==> src/rtl/imem_pkg.sv <==
`default_nettype none
// ============================================================================
//  Module      : imem_pkg
//  Description : Shared opcodes and the fetch-sequencer state encoding used by
//                imem_fetch_ctrl and its output stage.
//  Revision    : 1.0 - initial release
// ============================================================================
package imem_pkg;

    // RV32I encodings the fetch unit must recognise or reset to
    localparam logic [31:0] OPC_EBREAK = 32'h0010_0073;
    localparam logic [31:0] OPC_NOP    = 32'h0000_0013;

    // Fetch sequencer states (3-bit encoding)
    typedef enum logic [2:0] {
        ST_IDLE  = 3'd0,
        ST_RUN   = 3'd1,
        ST_DRAIN = 3'd2,
        ST_HALT  = 3'd3,
        ST_FAULT = 3'd4
    } fetch_state_t;

endpackage : imem_pkg
`default_nettype wire

==> src/rtl/if_out_reg.sv <==
`default_nettype none
// ============================================================================
//  Module      : if_out_reg
//  Description : One-entry instruction output register toward decode.
//                Holds {instr, pc} with a valid flag. The owner decides when
//                to capture, flush or retire the entry.
//  Ports       : clk, rst       - clock, synchronous active-high reset
//                i_capture      - load i_instr/i_pc and set valid
//                i_flush        - drop the entry (redirect / fault)
//                i_clear        - entry accepted with nothing to replace it
//                i_instr, i_pc  - data to capture
//                o_valid, o_instr, o_pc - registered entry
//  Revision    : 1.0 - initial release
// ============================================================================
module if_out_reg
    import imem_pkg::*;
(
    input  wire logic        clk,
    input  wire logic        rst,
    input  wire logic        i_capture,
    input  wire logic        i_flush,
    input  wire logic        i_clear,
    input  wire logic [31:0] i_instr,
    input  wire logic [31:0] i_pc,
    output logic             o_valid,
    output logic [31:0]      o_instr,
    output logic [31:0]      o_pc
);

    logic        r_valid;
    logic [31:0] r_instr;
    logic [31:0] r_pc;

    // Flush outranks capture so a redirect always leaves a bubble, even if
    // the controller happened to assert both.
    always_ff @(posedge clk) begin
        if (rst) begin
            r_valid <= 1'b0;
            r_instr <= OPC_NOP;
            r_pc    <= 32'h0000_0000;
        end else if (i_flush) begin
            r_valid <= 1'b0;
        end else if (i_capture) begin
            r_valid <= 1'b1;
            r_instr <= i_instr;
            r_pc    <= i_pc;
        end else if (i_clear) begin
            r_valid <= 1'b0;
        end
    end

    assign o_valid = r_valid;
    assign o_instr = r_instr;
    assign o_pc    = r_pc;

endmodule : if_out_reg
`default_nettype wire

==> src/rtl/imem_fetch_ctrl.sv <==
`default_nettype none
// ============================================================================
//  Module      : imem_fetch_ctrl
//  Description : Instruction fetch sequencer for a single-cycle-read
//                instruction memory. Owns the PC, registers each fetched word
//                into a one-entry valid/ready stage, follows branch redirects,
//                stops after EBREAK and traps misaligned/out-of-range fetches.
//  Ports       : clk, rst                 - clock, synchronous active-high reset
//                start                    - begin/resume (IDLE, HALT only)
//                imem_addr / imem_rdata   - memory address / combinational data
//                if_valid/if_ready/if_instr/if_pc - decode handshake
//                redirect_valid/redirect_pc       - taken branch from execute
//                halted, fault            - status (fault sticky until rst)
//  Revision    : 1.0 - initial release
// ============================================================================
module imem_fetch_ctrl
    import imem_pkg::*;
#(
    parameter logic [31:0] RESET_PC  = 32'h0000_0000,
    parameter int          MEM_WORDS = 256
) (
    input  wire logic        clk,
    input  wire logic        rst,
    input  wire logic        start,
    output logic [31:0]      imem_addr,
    input  wire logic [31:0] imem_rdata,
    output logic             if_valid,
    input  wire logic        if_ready,
    output logic [31:0]      if_instr,
    output logic [31:0]      if_pc,
    input  wire logic        redirect_valid,
    input  wire logic [31:0] redirect_pc,
    output logic             halted,
    output logic             fault
);

    // Byte limit held in 33 bits so MEM_WORDS*4 cannot overflow the compare
    localparam logic [32:0] c_MEM_LIMIT = 33'(MEM_WORDS) * 33'd4;

    fetch_state_t r_state;
    fetch_state_t w_state_nxt;
    logic [31:0]  r_pc;
    logic [31:0]  w_pc_nxt;

    logic w_load;
    logic w_out_of_range;
    logic w_redir_misaligned;
    logic w_capture;
    logic w_flush;
    logic w_clear;
    logic w_valid;

    // The stage can take a new word when empty or being drained this cycle
    assign w_load             = !w_valid || if_ready;
    assign w_out_of_range     = ({1'b0, r_pc} >= c_MEM_LIMIT);
    assign w_redir_misaligned = (redirect_pc[1:0] != 2'b00);

    // ------------------------------------------------------------------
    // State and PC registers
    // ------------------------------------------------------------------
    always_ff @(posedge clk) begin
        if (rst) begin
            r_state <= ST_IDLE;
            r_pc    <= RESET_PC;
        end else begin
            r_state <= w_state_nxt;
            r_pc    <= w_pc_nxt;
        end
    end

    // ------------------------------------------------------------------
    // Next-state, next-PC and output-stage control
    // ------------------------------------------------------------------
    always_comb begin
        w_state_nxt = r_state;
        w_pc_nxt    = r_pc;
        w_capture   = 1'b0;
        w_flush     = 1'b0;
        w_clear     = 1'b0;

        unique case (r_state)
            ST_IDLE: begin
                if (start) begin
                    w_state_nxt = ST_RUN;
                end
            end

            ST_RUN: begin
                if (redirect_valid) begin
                    // Flush regardless of a same-cycle accept; the accept
                    // still completes on the decode side.
                    w_flush = 1'b1;
                    if (w_redir_misaligned) begin
                        w_state_nxt = ST_FAULT;
                    end else begin
                        w_pc_nxt = redirect_pc;
                    end
                end else if (w_load && w_out_of_range) begin
                    w_flush     = 1'b1;
                    w_state_nxt = ST_FAULT;
                end else if (w_load) begin
                    w_capture = 1'b1;
                    w_pc_nxt  = r_pc + 32'd4;
                    if (imem_rdata == OPC_EBREAK) begin
                        w_state_nxt = ST_DRAIN;
                    end
                end
            end

            ST_DRAIN: begin
                // An older branch still in execute squashes the ebreak
                if (redirect_valid) begin
                    w_flush = 1'b1;
                    if (w_redir_misaligned) begin
                        w_state_nxt = ST_FAULT;
                    end else begin
                        w_pc_nxt    = redirect_pc;
                        w_state_nxt = ST_RUN;
                    end
                end else if (w_valid && if_ready) begin
                    w_clear     = 1'b1;
                    w_state_nxt = ST_HALT;
                end
            end

            ST_HALT: begin
                if (start) begin
                    w_state_nxt = ST_RUN;
                end
            end

            ST_FAULT: begin
                w_state_nxt = ST_FAULT;
            end

            default: begin
                w_state_nxt = ST_FAULT;
                w_flush     = 1'b1;
            end
        endcase
    end

    // ------------------------------------------------------------------
    // Output stage
    // ------------------------------------------------------------------
    if_out_reg u_if_out_reg (
        .clk       (clk),
        .rst       (rst),
        .i_capture (w_capture),
        .i_flush   (w_flush),
        .i_clear   (w_clear),
        .i_instr   (imem_rdata),
        .i_pc      (r_pc),
        .o_valid   (w_valid),
        .o_instr   (if_instr),
        .o_pc      (if_pc)
    );

    assign imem_addr = r_pc;
    assign if_valid  = w_valid;
    assign halted    = (r_state == ST_HALT);
    assign fault     = (r_state == ST_FAULT);

endmodule : imem_fetch_ctrl
`default_nettype wire
==> config.mk <==
export PLATFORM = sky130hd
export DESIGN_NAME = imem_fetch_ctrl
export DESIGN_NICKNAME = d
export VERILOG_FILES = /design/src/rtl/imem_pkg.sv /design/src/rtl/if_out_reg.sv /design/src/rtl/imem_fetch_ctrl.sv
export SDC_FILE = /design/constraint.sdc
export NUM_CORES = 1
export LEC_CHECK = 0
export ABC_AREA = 1
export BUFFER_PORTS_ARGS = -buffer_cell sky130_fd_sc_hd__buf_4
export CAP_MARGIN = 20
export CORE_MARGIN = 2
export CORE_UTILIZATION = 46
export DETAILED_ROUTE_END_ITERATION = 10
export PLACE_DENSITY = 0.74
export SLEW_MARGIN = 30
export SYNTH_ARGS = -nofsm -noshare
export SYNTH_HDL_FRONTEND = slang
export SYNTH_SLANG_ARGS = --single-unit
==> constraint.sdc <==
create_clock -name clk -period 2.4 [get_ports clk]
set_input_delay 0 -clock clk [delete_from_list [all_inputs] [get_ports clk]]
set_output_delay 0 -clock clk [all_outputs]
set_load 0.005 [all_outputs]
; ---- After elaboration in Yosys (flattened, before gate mapping)
; Cells that the tools add are included.
[op_classes]
n_reduce_logical = 14
mux = 29
magnitude_cmp = 1
n_bitwise = 1
n_eq_ne = 13
add_sub_neg = 1
[ops]
columns = operator, count
row1 = 32-bit two-way mux, 5
row2 = 32-bit one-hot mux with 2 select lines, 1
row3 = 32-bit by 3-bit adder with 32-bit output (second input constant), 1
row4 = 32-bit by 21-bit == test with 1-bit output (second input constant), 1
row5 = 32-bit by 11-bit greater-or-equal comparator with 1-bit output (second input constant), 1
row6 = 3-bit two-way mux, 9
row7 = 1-bit two-way mux, 12
row8 = 3-bit inequality test (second input constant), 4
row9 = 3-bit one-hot mux with 3 select lines, 1
row10 = 4-bit inequality test (second input constant), 2
row11 = 3-bit by 2-bit == test with 1-bit output (second input constant), 2
row12 = 2-bit nonzero test, 3
row13 = 5-bit AND reduction, 1
row14 = 4-bit AND reduction, 1
row15 = 2-bit OR reduction, 2
row16 = 3-bit by 1-bit == test with 1-bit output (second input constant), 1
row17 = 3-bit == test (second input constant), 1
row18 = 3-bit logical NOT, 1
row19 = 1-bit one-hot mux with 3 select lines, 1
row20 = 3-bit OR reduction, 1
row21 = 1-bit logical AND, 2
row22 = 2-bit by 1-bit inequality test with 1-bit output (second input constant), 1
row23 = 2-bit inequality test (second input constant), 1
row24 = 2-bit AND reduction, 1
row25 = 3 further kinds, 3
[word_totals]
output_inout_bits = 99
elab_cells = 64
in_bits = 69
reg_bits = 100

; ---- Depth between registers and ports, before layout
[depth]
ltp_word = 8
depth_mapped = 13
depth_no_buf = 12

; ---- Cells and area by module
; A second synthesis with hierarchy kept.
[unflattened]
cells_unflattened = 903
hier_area_um2 = 5745.5
[by_module_without_submodules]
columns = mod, seq_area_each_um2, area_each_um2, cells_each, instances
row1 = imem_fetch_ctrl, 700.7, 2977.9, 488, 1
row2 = if_out_reg, 1301.2, 2767.7, 415, 1

; ---- Least setup slack after synthesis
; OpenSTA, ideal clock, no wires.
[synth_path]
path_type = reg2reg
startpoint = register r_pc[10], in the netlist imem_addr[10]
endpoint = register u_if_out_reg.r_instr[31], in the netlist u_if_out_reg.o_instr[31]
setup_ns = 0.119
synth_period_minus_slack_ns = 1.534
n_path_buf = 2
slack_ns = 0.866
path_stages_with_launch = 8
arrival_time_ns = 1.414
required_time_ns = 2.281
cell_sequence = dfxtp_1 -> or2_1 -> nor2_1 -> nand3_2 -> nor2_4 -> buf_2 -> buf_2 -> a21oi_1
[synth_between]
elab_chain_len = 7
elab_cells_between_ends = 10
classes_between = order compare (1) / mux (6) / bitwise (1) / reduce/logical (2)
[synth_rtl]
columns = item, line
row1 = start: declaration, imem_fetch_ctrl.sv:42  ; logic [31:0] r_pc;
row2 = start signal: assignment, imem_fetch_ctrl.sv:67  ; r_pc <= w_pc_nxt;
row3 = 32-bit by 11-bit greater-or-equal comparator with 1-bit output *, imem_fetch_ctrl.sv:55  ; assign w_out_of_range = ({1'b0, r_pc} >= c_MEM_LIMIT);
row4 = 1-bit logical AND *, imem_fetch_ctrl.sv:98  ; end else if (w_load && w_out_of_range) begin
row5 = 1-bit two-way mux, imem_fetch_ctrl.sv:98
row6 = 1-bit two-way mux, imem_fetch_ctrl.sv:89  ; if (redirect_valid) begin
row7 = 1-bit one-hot mux with 3 select lines, imem_fetch_ctrl.sv:81  ; unique case (r_state)
row8 = 1-bit NOT (no line), n/a
row9 = 2-bit AND reduction (no line) *, n/a
row10 = end signal: assignment, if_out_reg.sv:45  ; r_instr <= i_instr;
row11 = end: declaration, if_out_reg.sv:31  ; logic [31:0] r_instr;
; Every way passes the cells marked *; elsewhere a longest branch is shown, timed or not.
; A chain may end at the register's enable or synchronous reset.

; ---- Worst setup path after layout
[layout_path]
startpoint = register r_pc[10], in the netlist imem_addr[10]
endpoint = register u_if_out_reg.r_instr[29], in the netlist u_if_out_reg.o_instr[29]
; Same word-level chain as after synthesis.

==> flow_metrics.env <==
export IMPL_die_h_um=108
export IMPL_timing_rr_start="imem_addr[10]"
export IMPL_vias_per_cell=5.14
export IMPL_synth_edff_count=0
export IMPL_die_w_um=108
export IMPL_worstPathRequired_ns=2.70
export IMPL_fin_crit_ns=1.97
export IMPL_initial_core_util=0.475
export IMPL_critPathLaunchType="register"
export IMPL_detail_route_wl_per_cell_um=14.7
export IMPL_post_dp_hpwl_mm=10.8
export IMPL_fin_nets=1014
export IMPL_ys_types=33
export IMPL_drc=0
export IMPL_gp_congestion=0.955
export IMPL_placed_area_mm2=0.00626
export IMPL_syn2layout_area_growth_pct=37.9
export IMPL_crit_path_max_fanout=31
export IMPL_run_status="finished clean"
export IMPL_first_global_vias=5203
export IMPL_core_area_mm2=0.0104
export IMPL_placementRows=37
export IMPL_synth_net_count=828
export IMPL_diodes=0
export IMPL_yosys_warnings=0
export IMPL_drt_total_wl_mm=15.9
export IMPL_grt_antenna_before_repair=0
export IMPL_cts_buffer_depth=2
export IMPL_io_pin_count=168
export IMPL_ctsHtreeMaxLevel=3
export IMPL_clkTransAtPathRegs_ns=0.11
export IMPL_finalInstanceArea_mm2=0.00680
export IMPL_synthFlopType="dfxtp_1"
export IMPL_fin_total_pwr_mw=5.77
export IMPL_synthDominantCellAreaShare=0.406
export IMPL_synth_largest_area_cell="dfxtp_1"
export IMPL_drive_above_1_share=0.219
export IMPL_rsz0062_at_grt="false"
export IMPL_gr_total_overflow=0
export IMPL_clk_insertion_delay_late_ns=0.37
export IMPL_fmax_ghz=0.507
export IMPL_finClkSkew_ns=0.0131
export IMPL_synthArstFlopShare=0
export IMPL_slew_limit_headroom=0.598
export IMPL_ys_ff_latch=100
export IMPL_postRouteAntennaNets=0
export IMPL_drtIter0Drc=296
export IMPL_tritoncts="yes"
export IMPL_reg2reg_depth=7
export IMPL_maxCapViolations=0
export IMPL_grt_util_all_layers=0.266
export IMPL_cts_buffers=9
export IMPL_grt_pass1_wl_mm=24.7
export IMPL_peakVddDrop_uv=488
export IMPL_r2r_end="u_if_out_reg.o_instr[29]"
export IMPL_final_setup_viol_count=0
export IMPL_num_vias=5577
export IMPL_dieArea_mm2=0.0116
export IMPL_min_period_over_period=0.822
export IMPL_portBuffers=167
export IMPL_synth_cells=757
export IMPL_hold_path_startpoint="redirect_valid"
export IMPL_leakagePower_nw=3.21
export IMPL_cp_arrival_ns=2.28
export IMPL_min_path_type="in2reg"
export IMPL_endpoint_kind="register"
export IMPL_slew_violations=0
export IMPL_first_pass_iters=5
export IMPL_seq_area_frac_synth=0.406
export IMPL_synth_most_common_cell="nand2_1"
export IMPL_synth_avg_cell_area_um2=6.51
export IMPL_cts_sinks=100
export IMPL_ys_top_cells_by_area="dfxtp_1, nand2_1, nor2_1"
export IMPL_nFillCells=937
export IMPL_synth_commonest_cells="nand2_1, dfxtp_1, nor2_1"
export IMPL_power_density_mw_per_mm2=849
export IMPL_grt_max_degree=47
export IMPL_hold_viol=0
export IMPL_finalSetupTns_ns=0
export IMPL_hold_end="u_if_out_reg.o_valid"
export IMPL_synth_area_mm2=0.00493
export IMPL_min_path_cells=4
export IMPL_tightestPinTransition_ns=0.602
export IMPL_post_cts_buffers=0
export IMPL_crit_type="reg2reg"
export IMPL_reg2reg_setup_slack_ns=0.43
export IMPL_cts_root_buf="clkbuf_8"
where the power goes:
group | switching, mW | internal (mW) | leakage (nW)
registers | 0.352 | 1.97 | 0.810
logic | 1.38 | 1.02 | 2.31
clock network | 0.649 | 0.399 | 0.0905
total | 2.38 | 3.39 | 3.21
repair_timing:
action | 4_1_cts | 5_1_grt
endpoints found under the hold margin | 46 | 0
hold buffers | 35 | 0
gates resized for setup | 0 | 0
sequential cells by signal, summed over array words and instances (netlist names):
| signal | cells |
|---|---|
| imem_addr | 32 |
| r_state | 3 |
| u_if_out_reg.o_instr | 32 |
| u_if_out_reg.o_pc | 32 |
| u_if_out_reg.o_valid | 1 |
cells in the final DEF, fill, tap and decap left out, drive strengths merged:
| cell | n |
|---|---|
| inv | 99 |
| nand3 | 68 |
| ha | 2 |
| nor3 | 6 |
| clkbuf | 10 |
| buf | 176 |
| o22ai | 2 |
| a211oi | 4 |
| o211ai | 5 |
| clkinvlp | 1 |
| clkinv | 4 |
| nand4 | 4 |
| dlygate4sd3 | 35 |
| a31oi | 1 |
| o21bai | 3 |
| xor2 | 2 |
| dfxtp | 100 |
| o21ai | 72 |
| nor2 | 102 |
| mux2i | 1 |
| a21oi | 73 |
| or2 | 1 |
| nand2 | 177 |
routing by layer:
| metal | track usage | wire length [µm] | vias to the layer above |
|---|---|---|---|
| met5 | 0 | 0 | - |
| met3 | 0.0720 | 1300 | 33 |
| met1 | 0.318 | 6650 | 2539 |
| met2 | 0.459 | 7590 | 220 |
| li1 | - | - | 2785 |
| met4 | 0.0925 | 348 | 0 |
worst max-delay path, stage by stage, from the launching register on:
cell	delay, ns
dfxtp_1	0.38
or2_1	0.24
nor2_1	0.13
nand3_2	0.14
nor2_4	0.35
buf_4	0.36
o21ai_0	0.14
a21oi_1	0.16
cell type report:
class	instances	area (µm²)	area share
clock buffer	10	128	0.0188
clock inverter	6	56.3	0.00828
inverter	98	369	0.0543
multi-input combinational	523	2390	0.351
sequential	100	2000	0.295
tap	136	170	0.0250
timing repair buffer	211	1680	0.248
worst max path at each step:
stage | startpoint | endpoint | cells after the start | slack (ns)
4_1_cts | imem_addr[10] | u_if_out_reg.o_valid | 7 | 0.43
3_3_place_gp | r_state[2] | imem_addr[15] | 12 | 0.49
5_1_grt | imem_addr[10] | u_if_out_reg.o_instr[25] | 7 | 0.23
6_report | imem_addr[10] | u_if_out_reg.o_instr[29] | 7 | 0.43
2_1_floorplan | imem_addr[10] | u_if_out_reg.o_instr[31] | 7 | 0.87
3_5_place_dp | imem_addr[10] | u_if_out_reg.o_instr[29] | 7 | 0.45
per-stage QoR:
stage / util / setup WS [ns] / instances / hold slack (ns)
finish: 0.655 / 0.427 / 1084 / 0.00211
global route: 0.655 / 0.229 / 1084 / 0.0355
CTS: 0.655 / 0.429 / 1084 / 0.00401
detailed placement: 0.604 / 0.452 / 1033 / 0.228
global placement: 0.604 / 0.487 / 1033 / 0.225
floorplan: - / 0.866 / 757 / 0.126
kinds of logic (layout without fill, tap and decap cells):
family / count (synthesis) / count (layout) / synth area share
and+or+nand+nor: 358 / 358 / 0.303
AOI/OAI and AO/OA: 160 / 160 / 0.170
buffers and inverters: 134 / 325 / 0.110
DFF: 100 / 100 / 0.406
adders and majority gates: 2 / 2 / 0.00508
xor gates and xnor gates: 2 / 2 / 0.00355
muxes: 1 / 1 / 0.00203
Note: power is estimated with default switching activity, not from simulation.
